### config.mk
export PLATFORM = sky130hd
export DESIGN_NAME = inst_buffer
export DESIGN_NICKNAME = d
export VERILOG_FILES = /design/src/rtl/inst_buffer.sv
export SDC_FILE = /design/constraint.sdc
export NUM_CORES = 1
export LEC_CHECK = 0
export CELL_PAD_IN_SITES_DETAIL_PLACEMENT = 0
export CELL_PAD_IN_SITES_GLOBAL_PLACEMENT = 2
export CORE_MARGIN = 5
export CORE_UTILIZATION = 46
export DETAILED_ROUTE_END_ITERATION = 6
export HOLD_SLACK_MARGIN = 0.03
export MAX_ROUTING_LAYER = met4
export PLACE_DENSITY = 0.92
export RECOVER_POWER = 25
export SYNTH_ARGS = -nofsm -noshare
export SYNTH_HDL_FRONTEND = slang
export SYNTH_SLANG_ARGS = --single-unit
### constraint.sdc
create_clock -name clk -period 12.95 [get_ports clk]
set_input_delay 2.59 -clock clk [delete_from_list [all_inputs] [get_ports clk]]
set_output_delay 2.59 -clock clk [all_outputs]
set_load 0.02 [all_outputs]
### src/rtl/inst_buffer.sv
// Instruction buffer between fetch and decode: compacts valid fetch slots into a circular
// queue and presents the two oldest in order. Define IBUF_BYPASS_EN for the same-cycle empty bypass.
module inst_buffer #(
  parameter int PIPE_WIDTH    = 2,
  parameter int DEPTH         = 8,
  parameter int CPU_ADDR_BITS = 32,
  parameter int CPU_INST_BITS = 32
) (
  input  logic                                     clk,
  input  logic                                     rst,
  input  logic                                     flush,
  output logic                                     fetch_rdy,
  input  logic                                     fetch_val,
  input  logic [PIPE_WIDTH-1:0][CPU_ADDR_BITS-1:0] fetch_pcs,
  input  logic [PIPE_WIDTH-1:0][CPU_INST_BITS-1:0] fetch_insts,
  input  logic [PIPE_WIDTH-1:0]                    fetch_slot_val,
  input  logic                                     decode_rdy,
  output logic                                     inst_val,
  output logic [PIPE_WIDTH-1:0][CPU_ADDR_BITS-1:0] inst_pcs,
  output logic [PIPE_WIDTH-1:0][CPU_INST_BITS-1:0] insts
);

  localparam int PTR_W = $clog2(DEPTH);
  localparam int CNT_W = $clog2(DEPTH + 1);

  typedef logic [PTR_W-1:0] ptr_t;
  typedef logic [CNT_W-1:0] cnt_t;

  typedef struct packed {
    logic [CPU_ADDR_BITS-1:0] pc;
    logic [CPU_INST_BITS-1:0] inst;
  } entry_t;

  entry_t     mem [DEPTH];
  ptr_t       head;
  ptr_t       tail;
  cnt_t       count;

  ptr_t       head_p1;
  ptr_t       tail_p1;
  entry_t     cmp0;
  entry_t     cmp1;
  logic [1:0] in_n;
  logic       enq_fire;
  logic       deq_fire;
  logic       byp_active;
  logic       byp_take;
  logic [1:0] enq_n;
  logic [1:0] deq_n;
  cnt_t       count_next;

  assign head_p1 = head + ptr_t'(1);
  assign tail_p1 = tail + ptr_t'(1);

  // Room for a whole group is judged from registered state only, so a full
  // buffer never relies on a same-cycle dequeue to avoid overflow.
  assign fetch_rdy = rst && (count <= cnt_t'(DEPTH - 2));
  assign enq_fire  = fetch_val && fetch_rdy && !flush;
  assign in_n      = {1'b0, fetch_slot_val[0]} + {1'b0, fetch_slot_val[1]};

  // NOTE: every always_comb output gets a default first so no path can infer a latch.
  always_comb begin
    cmp0 = '0;
    cmp1 = '0;
    case (fetch_slot_val)
      2'b01: cmp0 = '{pc: fetch_pcs[0], inst: fetch_insts[0]};
      2'b10: cmp0 = '{pc: fetch_pcs[1], inst: fetch_insts[1]};
      2'b11: begin
        cmp0 = '{pc: fetch_pcs[0], inst: fetch_insts[0]};
        cmp1 = '{pc: fetch_pcs[1], inst: fetch_insts[1]};
      end
      default: ;
    endcase
  end

`ifdef IBUF_BYPASS_EN
  assign byp_active = enq_fire && (count == '0) && (in_n != 2'd0);
`else
  assign byp_active = 1'b0;
`endif
  assign byp_take = byp_active && decode_rdy;

  always_comb begin
    inst_val = 1'b0;
    inst_pcs = '0;
    insts    = '0;
    if (byp_active) begin
      inst_val    = 1'b1;
      inst_pcs[0] = cmp0.pc;
      insts[0]    = cmp0.inst;
      inst_pcs[1] = cmp1.pc;
      insts[1]    = cmp1.inst;
    end else if (count != '0) begin
      inst_val    = 1'b1;
      inst_pcs[0] = mem[head].pc;
      insts[0]    = mem[head].inst;
      // A lone oldest entry is paired with an all-zero slot that decode treats as a bubble.
      if (count >= cnt_t'(2)) begin
        inst_pcs[1] = mem[head_p1].pc;
        insts[1]    = mem[head_p1].inst;
      end
    end
  end

  assign deq_fire = inst_val && decode_rdy && !flush;

  always_comb begin
    enq_n = 2'd0;
    deq_n = 2'd0;
    if (enq_fire && !byp_take) enq_n = in_n;
    if (deq_fire && !byp_take) deq_n = (count >= cnt_t'(2)) ? 2'd2 : 2'd1;
  end

  assign count_next = count + cnt_t'(enq_n) - cnt_t'(deq_n);

  // NOTE: sequential state uses non-blocking assignments so every register samples pre-edge values.
  always_ff @(posedge clk) begin
    if (!rst || flush) begin
      head  <= '0;
      tail  <= '0;
      count <= '0;
    end else begin
      head  <= head + ptr_t'(deq_n);
      tail  <= tail + ptr_t'(enq_n);
      count <= count_next;
    end
  end

  // NOTE: entry storage is deliberately not reset; pointers and count alone define what is valid.
  always_ff @(posedge clk) begin
    if (enq_n != 2'd0) mem[tail] <= cmp0;
    if (enq_n == 2'd2) mem[tail_p1] <= cmp1;
  end

endmodule

# [After elaboration in Yosys (flattened, before gate mapping)]
# Memories as Yosys holds them, arrays and structs flattened. A register that Yosys moved wholly into a read port is not among the register bits.
# Cells that the tools add are included.
[word_totals] register_bits=10 ramBits=512 input_bits=135 word_cells=43 n_memories=1
[mem_list] name="mem" depth=8 width=64 read_ports=2 rd_clocked_by_memory_dff=1 wr=2 line_no="34" source="entry_t mem [DEPTH];"
[op_classes] n_addsub=7 n_lt_le_gt_ge=2 eq_ne=4 mux=15 reduce_logical=11
[op_table] cell="$mux W64" count=3
[op_table] cell="$pmux W64 S2" count=1
[op_table] cell="$mux W32" count=2
[op_table] cell="$add A3 B1 Y3 const B" count=2
[op_table] cell="$add A3 B2 Y3" count=2
[op_table] cell="$eq A2 B2 Y1 const B" count=3
[op_table] cell="$mux W2" count=3
[op_table] cell="$logic_and A1 B1 Y1" count=5
[op_table] cell="$mux W1" count=5
[op_table] cell="$add A4 B2 Y4" count=1
[op_table] cell="$ge A4 B2 Y1 const B" count=1
[op_table] cell="$le A4 B3 Y1 const B" count=1
[op_table] cell="$reduce_bool A4 Y1" count=1
[op_table] cell="$sub A4 B2 Y4" count=1
[op_table] cell="$mux W3" count=1
[op_table] cell="$add A1 B1 Y2" count=1
[op_table] cell="$eq A2 B1 Y1 const B" count=1
[op_table] cell="$logic_not A1 Y1" count=2
[op_table] cell="$reduce_bool A2 Y1" count=1
[op_table] cell="$reduce_or A2 Y1" count=1
[op_table] cell="$logic_or A1 B1 Y1" count=1

# [Logic depth before layout (Yosys ltp)]
# Gate-level depths: netlist of the first run.
[logic_depth] word_depth=8 mapped_depth=15 depth_no_buf=14

# [Worst setup path after synthesis of the first run]
# No wires, ideal clock.
[synth_path] path_kind="input port to flip-flop" start="input fetch_slot_val[0]" end="memory mem[3][0] (netlist name) (enable)" setup_time_ns=0.486 arrival_time_ns=6.258 required_ns=12.464 path_slack_ns=6.206 stages=6 n_path_buf=0 path_cell_list="inv_1 ha_1 nand4bb_1 nor3b_1 a22oi_1 nor2_1"
[synth_lines] element="start: declaration" line_no="16" source="input logic [PIPE_WIDTH-1:0] fetch_slot_val,"
[synth_lines] element="end: declaration" line_no="34"

==> key figures, run 1 <==
Cells and area
  • Most frequent cells in the layout: 577 x mux2i_1, 512 x edfxtp_1, 261 x clkdlybuf4s50_1, 256 x mux4_2, 192 x nand2_1
  • Commonest non-fill, non-tap cell in the layout: mux2i_1
  • Layout cell share with drive strength beyond 1: 19.2%
  • Final #Nets: 2433
  • Fillcell total: 5607
  • Area Overhead vs Synth: 14.6%
  • Fin area: 0.0361 sq mm

Pwr
  • Switching Share: 24.7%
  • Sequential Power Share: 47.8%
  • Leak: 10.5 nW
  • Net Sw Power: 0.974 mW
  • Combinational power share: 12.9%
  • Peak VDD IR: 0.0000878 V
  • Clock share of power: 39.3%
  • P_int: 2.97 mW
  • Final Power: 3.94 mW
  • Power density over cell area: 109 mW/mm^2

Floorplanning
  • Die height: 272 um
  • DIE AREA: 0.0738 sq mm
  • Chip width: 272 um
  • Row count: 96
  • Starting Density: 46.2%
  • Placeable Area: 0.0682 sq mm
  • IO Pins: 265

STA
  • Fin crit share: 80.6%
  • Least-Margin Pin Slew: 4.35 ns
  • Max Clk Rate: 0.0959 GHz
  • Setup TNS: 0 ns
  • Worst Skew: 0.0172 ns
  • Worst path setup slack after routing: 2.52 ns
  • Min Tclk post-route: 10.43 ns
  • Relative slew slack: -190%
  • Final hold violations: 0
  • Final Max Tran Viols: 375
  • RSZ-0062 raised after global routing: false
  • Final setup vio count: 0

Global route
  • GR Util met3: 4.65%
  • Initial antenna violation count: 4
  • GR Util met2: 44.1%
  • Grt met1 use: 34.0%
  • Most used routing layer: met2
  • Grt ovf: 0
  • Pin count of the biggest net entering global routing: 89
  • GR Util All Layers: 26.5%
  • First-pass GRT wire length: 143000 um
  • Number of global-route vias before repair: 21854

Worst setup path
  • Max FO, Critical Path: 52
  • Critical path data required time: 13.36 ns
  • Critical path startpoint category: input port
  • CP endpoint kind: register
  • Worst setup path endpoint: mem[1][2]
  • Class of the most critical setup path: input port to register
  • Crit path launch: fetch_slot_val[1]
  • Worst reg2reg startpoint: count[3]
  • Arr. time, crit path: 10.84 ns
  • Reg2reg setup slack: 7.72 ns
  • Reg-to-reg endpoint: mem[3][30]
  • Worst r2r path cells: 6

CTS
  • H-Tree Depth: 2
  • CTS resizes: 0
  • CTS tree: built
  • Number of CTS-inserted buffers: 56
  • Clock Latency Late Sink: 0.61 ns
  • CTS max path bufs: 3
  • Clock slew at reported path FFs: 0.06 ns
  • Post-CTS Setup Inserts: 0
  • Clk root buf: clkbuf_16
  • Hold Buf Count CTS: 0
  • Clk sinks: 522

Route
  • DRT iter0 DRCs: 2091
  • Post-DRT Antenna Nets: 0
  • Avg Vias per Cell: 6.36
  • WL/cell: 30.0 um
  • Post-Route WL: 96300 um
  • Via total after detailed routing: 20428
  • Residual DRC count: 0
  • First-pass DRT Iterations: 5

Yosys
  • Cell Area, Synth: 0.0315 sq mm
  • Yosys reg bits: 522
  • Synth Area per Inst: 14.6 sq um
  • Synth async-reset ratio: 0%
  • Distinct cells, synth: 43
  • Net Count, Synth: 2306
  • Register area share after synthesis: 49.5%
  • Post-synth EDFFs: 512
  • Yosys Warn Count: 0
  • Syn Inst Count: 2153
  • Top FF cell, synth: edfxtp_1

Min path
  • Hold wc startpoint: count[3]
  • HP Class: register to register

Place
  • Port Buffers: 264
  • Hpwl dp: 54000 um
  • Setup WS pre-CTS: 5.40 ns
  • Final RePlAce weighted congestion: 0.782
  • Placed Area: 0.0344 sq mm

Status
  • Failing checks: capacitance limit, slew limit
  • Status: finished, violations left

Flow run
  • Maxcap violations: 14
## metrics by stage
step                      std cells  utilization, %  hold WS (ns)
after global routing           3210            52.9         0.754
after CTS                      3207            53.0         0.705
after floorplan                2153               -         0.578
final                          3211            52.9         0.705
after global placement         3104            50.5         0.675
after detailed placement       3104            50.5         0.691
## worst min path at each step
stage	slack, ns	end	cells after the start
after floorplan	0.58	tail[0]	2
after global placement	0.68	count[3]	4
after detailed placement	0.69	tail[2]	2
after CTS	0.71	tail[2]	2
after global routing	0.75	tail[2]	2
final	0.70	count[3]	4
## flip-flops by register name (all words and copies together) (netlist names)
register / count
count: 4
head: 3
mem: 512
tail: 3
## cell families (layout without fill, tap and decap cells)
family | count (synthesis) | in the layout | share of synthesized area [%]
mux | 833 | 833 | 36.7
flops | 522 | 522 | 49.5
simple gates | 375 | 375 | 5.40
buf+inv | 259 | 431 | 4.59
compound gates | 138 | 138 | 2.78
fa+ha+maj | 18 | 18 | 0.811
xor+xnor | 8 | 8 | 0.270
other cells | 0 | 4 | 0
## synthesized netlist by cell type, types with 2 or more instances
| library cell | n | area, sq um |
|---|---|---|
| nor2b_1 | 8 | 50.1 |
| ha_1 | 14 | 175 |
| mux4_2 | 256 | 5770 |
| and2_1 | 4 | 25.0 |
| nor3_1 | 6 | 30.0 |
| buf_1 | 25 | 93.8 |
| nand2_1 | 192 | 721 |
| and3_1 | 2 | 12.5 |
| dfxtp_1 | 10 | 200 |
| or2_2 | 54 | 338 |
| buf_2 | 58 | 290 |
| fa_1 | 4 | 80.1 |
| nor3_2 | 3 | 30.0 |
| nor2_1 | 80 | 300 |
| nor3b_1 | 3 | 22.5 |
| inv_1 | 17 | 63.8 |
| mux2i_1 | 576 | 5770 |
| or2_0 | 10 | 62.6 |
| a22oi_1 | 70 | 526 |
| nand3b_1 | 2 | 15.0 |
| a21oi_1 | 65 | 325 |
| buf_12 | 12 | 240 |
| xnor2_1 | 3 | 26.3 |
| buf_4 | 37 | 278 |
| edfxtp_1 | 512 | 15400 |
| buf_6 | 9 | 101 |
| xor2_1 | 3 | 26.3 |
| nand3_1 | 2 | 10.0 |
| clkbuf_1 | 101 | 379 |
| a32oi_1 | 2 | 17.5 |
## layout make-up
cell class | instances | area (sq um) | share of cell area [%]
antenna | 4 | 10.0 | 0.0277
clock buffer | 69 | 1470 | 4.08
clock inverter | 34 | 268 | 0.742
inverter | 17 | 63.8 | 0.177
multi-input combinational | 1372 | 14600 | 40.5
sequential | 522 | 15600 | 43.2
tap | 882 | 1100 | 3.06
timing repair buffer | 311 | 2980 | 8.26
## worst max-delay path: stages
cell and delay (ns):
dlygate4sd3_1 0.63, ha_1 0.89, clkbuf_1 3.12, or2_0 1.81, buf_4 0.86, a22oi_1 0.32
or2_2 0.44, mux2i_1 0.15
## routing by layer
layer  vias to the layer above  routed length [um]
met4                         0                2680
met2                       979               48100
met3                       183                8160
met1                     10596               37400
met5                         -                   0
li1                       8670                   -
## power groups by stage
stage	Clock (mW)	Sequential [mW]	Combinational, mW
after floorplan	0	1.92	0.283
after global placement	0	1.92	0.499
after detailed placement	0	1.92	0.511
after CTS	1.57	1.89	0.515
after global routing	1.64	1.89	0.545
final	1.55	1.89	0.510
(Power assumes the default switching activity.)
==> inputs of run 2 (changes only) <==
CORE_UTILIZATION = 39   (was 46)
PLACE_DENSITY = 0.84   (was 0.92)
clock period = 8.6 ns   (was 12.95 ns; I/O delays follow)
==> run 2 against run 1 <==
The flow still finishes with violations (capacitance limit, slew limit). Non-clock buffer count is 2 higher. Clock power is 54% higher. Core utilization is 7.6 points lower. Combinational power is 49% higher. Critical path depth is 1 lower. Global-route usage is 3.9 points lower. Sequential share of layout area is 0.36 points lower. Clock skew is 0.0034 ns lower. Total power is 52% higher.
==> key figures, run 2 (synthesized netlist as in run 1, its figures left out) <==
Status
  • Status: finished, violations left
  • Failing checks: capacitance limit, slew limit

STA
  • Final hold violations: 0 (unchanged)
  • Max Clk Rate: 0.148 GHz
  • Relative slew slack: -166% (+23 points)
  • RSZ-0062 raised after global routing: false
  • Least-Margin Pin Slew: 4.00 ns (-0.350 ns)
  • Worst Skew: 0.0138 ns (-0.00340 ns)
  • Min Tclk post-route: 6.74 ns
  • Final setup vio count: 0 (unchanged)
  • Final Max Tran Viols: 265 (-29%)
  • Fin crit share: 78.4%
  • Setup TNS: 0 ns (unchanged)

Floorplanning
  • Die height: 294 um (+8.3%)
  • Starting Density: 39.2% (-6.9 points)
  • Row count: 104 (+8.3%)
  • DIE AREA: 0.0865 sq mm (+17%)
  • Placeable Area: 0.0803 sq mm (+18%)
  • IO Pins: 265 (unchanged)
  • Chip width: 294 um (+8.3%)

Route
  • Met1 Wirelength: 40900 um (+9.4%)
  • Routed wl met2: 46900 um (-2.4%)
  • Post-Route WL: 97400 um (+1.2%)
  • First-pass DRT Iterations: 5 (unchanged)
  • Via total after detailed routing: 20142 (-1.4%)
  • Met3 routed WL: 7220 um (-12%)
  • Residual DRC count: 0 (unchanged)
  • Top sig layer: met4
  • WL/cell: 28.8 um (-4.0%)
  • Post-DRT Antenna Nets: 0 (unchanged)
  • DRT iter0 DRCs: 1581 (-24%)
  • Avg Vias per Cell: 5.95 (-6.5%)

CTS
  • Clock Latency Late Sink: 0.61 ns (about the same)
  • Hold Buf Count CTS: 0 (unchanged)
  • Post-CTS Setup Inserts: 0 (unchanged)
  • Clock slew at reported path FFs: 0.06 ns (about the same)
  • Clk root buf: clkbuf_16
  • CTS tree: built
  • CTS max path bufs: 3 (unchanged)
  • H-Tree Depth: 2 (unchanged)
  • Number of CTS-inserted buffers: 56 (unchanged)
  • CTS resizes: 0 (unchanged)
  • Clk sinks: 522 (unchanged)

Worst setup path
  • Class of the most critical setup path: input port to register
  • Critical path startpoint category: input port
  • Slowest-stage cell, CP: clkbuf_1
  • Crit-path cells: dlygate4sd3_1 > inv_1 > ha_4 > clkbuf_1 > a22oi_1 > or2_2 > mux2i_1
  • CP endpoint kind: register
  • Arr. time, crit path: 7.19 ns (-3.65 ns)
  • Worst path max stage delay: 2.73 ns (-0.39 ns)
  • Critical path data required time: 9.04 ns (-4.32 ns)
  • Max FO, Critical Path: 64 (+23%)

Cells and area
  • Antenna Cells: 0 (-4)
  • Max reg flops: 512 (unchanged)
  • Most frequent cells in the layout: 576 x mux2i_1, 512 x edfxtp_1, 261 x clkdlybuf4s50_1, 256 x mux4_2, 192 x nand2_1
  • Commonest non-fill, non-tap cell in the layout: mux2i_1
  • Top flop regs: mem x512, count x4
  • Biggest register: mem
  • Layout cell share with drive strength beyond 1: 17.5% (-1.6 points)
  • Fin area: 0.0364 sq mm (+0.84%)
  • Final #Nets: 2435 (+0.082%)
  • Area Overhead vs Synth: 15.5%

Place
  • Placed Area: 0.0347 sq mm (+0.69%)
  • Hpwl dp: 58200 um (+7.9%)
  • Port Buffers: 264 (unchanged)
  • Final RePlAce weighted congestion: 0.809 (+3.5%)

Global route
  • Number of global-route vias before repair: 21460 (-1.8%)
  • Grt ovf: 0 (unchanged)
  • Pin count of the biggest net entering global routing: 147 (+65%)
  • First-pass GRT wire length: 143000 um (about the same)
  • Initial antenna violation count: 0 (-4)
  • GR Util All Layers: 22.7% (-3.9 points)

Pwr
  • Net Sw Power: 1.46 mW (+50%)
  • Peak VDD IR: 0.000154 V (+76%)
  • Combinational power share: 12.7% (-0.2 points)
  • Power density over cell area: 165 mW/mm^2 (+51%)
  • Leak: 10.5 nW (-0.13%)
  • Final Power: 5.99 mW (+52%)
  • P_int: 4.53 mW (+52%)
  • Clock share of power: 39.9% (+0.6 points)
  • Sequential Power Share: 47.4% (-0.4 points)
  • Switching Share: 24.4% (-0.33 points)

Min path
  • HP Class: register to register

Flow run
  • Maxcap violations: 8 (-6)
run 2: changes by cell type in the layout (fill, tap and decap cells not counted), sizes merged:
cell / delta
clkinv: -8
clkbuf: +2
inv: -2
bufinv: +2
clkinvlp: +1
diode: -4
buf: +6
run 2: final timing paths:
| check | start | end | slack [ns] | cells past startpoint |
|---|---|---|---|---|
| hold reg to reg | count[3] | count[3] | 0.71 | 4 |
| hold / removal | count[3] | count[3] | 0.71 | 4 |
| setup / recovery | fetch_slot_val[0] | mem[0][63] | 1.86 | 7 |
| setup reg to reg | tail[0] | mem[3][20] | 4.13 | 5 |
run 2: through the flow:
| stage | std cells | util, % | hold slack (ns) | worst slack, ns |
|---|---|---|---|---|
| final | 3386 | 45.3 | 0.712 | 1.86 |
| after global routing | 3386 | 45.3 | 0.760 | 1.71 |
| after CTS | 3386 | 45.4 | 0.720 | 2.40 |
| after detailed placement | 3284 | 43.2 | 0.689 | 2.79 |
| after global placement | 3284 | 43.2 | 0.675 | 2.83 |
| after floorplan | 2153 | - | 0.578 | 2.73 |
run 2: critical path, delay by kind of cell:
kind                       cells  cell delay (ns)
AOI/OAI and AO/OA              1             0.89
and+or+nand+nor                1             0.66
muxes                          1             0.17
adders and majority gates      1             0.14
buffers and inverters          3             3.49
run 2: power by group through the flow:
stage	clock [mW]	sequential, mW	combinational (mW)
3_3_place_gp	0	2.89	0.758
3_5_place_dp	0	2.89	0.771
5_1_grt	2.52	2.84	0.822
4_1_cts	2.42	2.84	0.777
6_report	2.39	2.84	0.761
2_1_floorplan	0	2.89	0.426
run 2: layout make-up:
| cell class | count | area [sq um] |
|---|---|---|
| clock buffer | 75 | 1490 |
| clock inverter | 27 | 283 |
| fill | 7074 | 43900 |
| inverter | 17 | 63.8 |
| multi-input combinational | 1372 | 14600 |
| sequential | 522 | 15600 |
| tap | 1060 | 1330 |
| timing repair buffer | 313 | 3010 |
run 2: layer usage:
metal	GRT usage [%]	up-vias
li1	-	8658
met1	30.1	10613
met2	36.4	745
met3	4.40	126
met4	5.34	0
met5	-	-
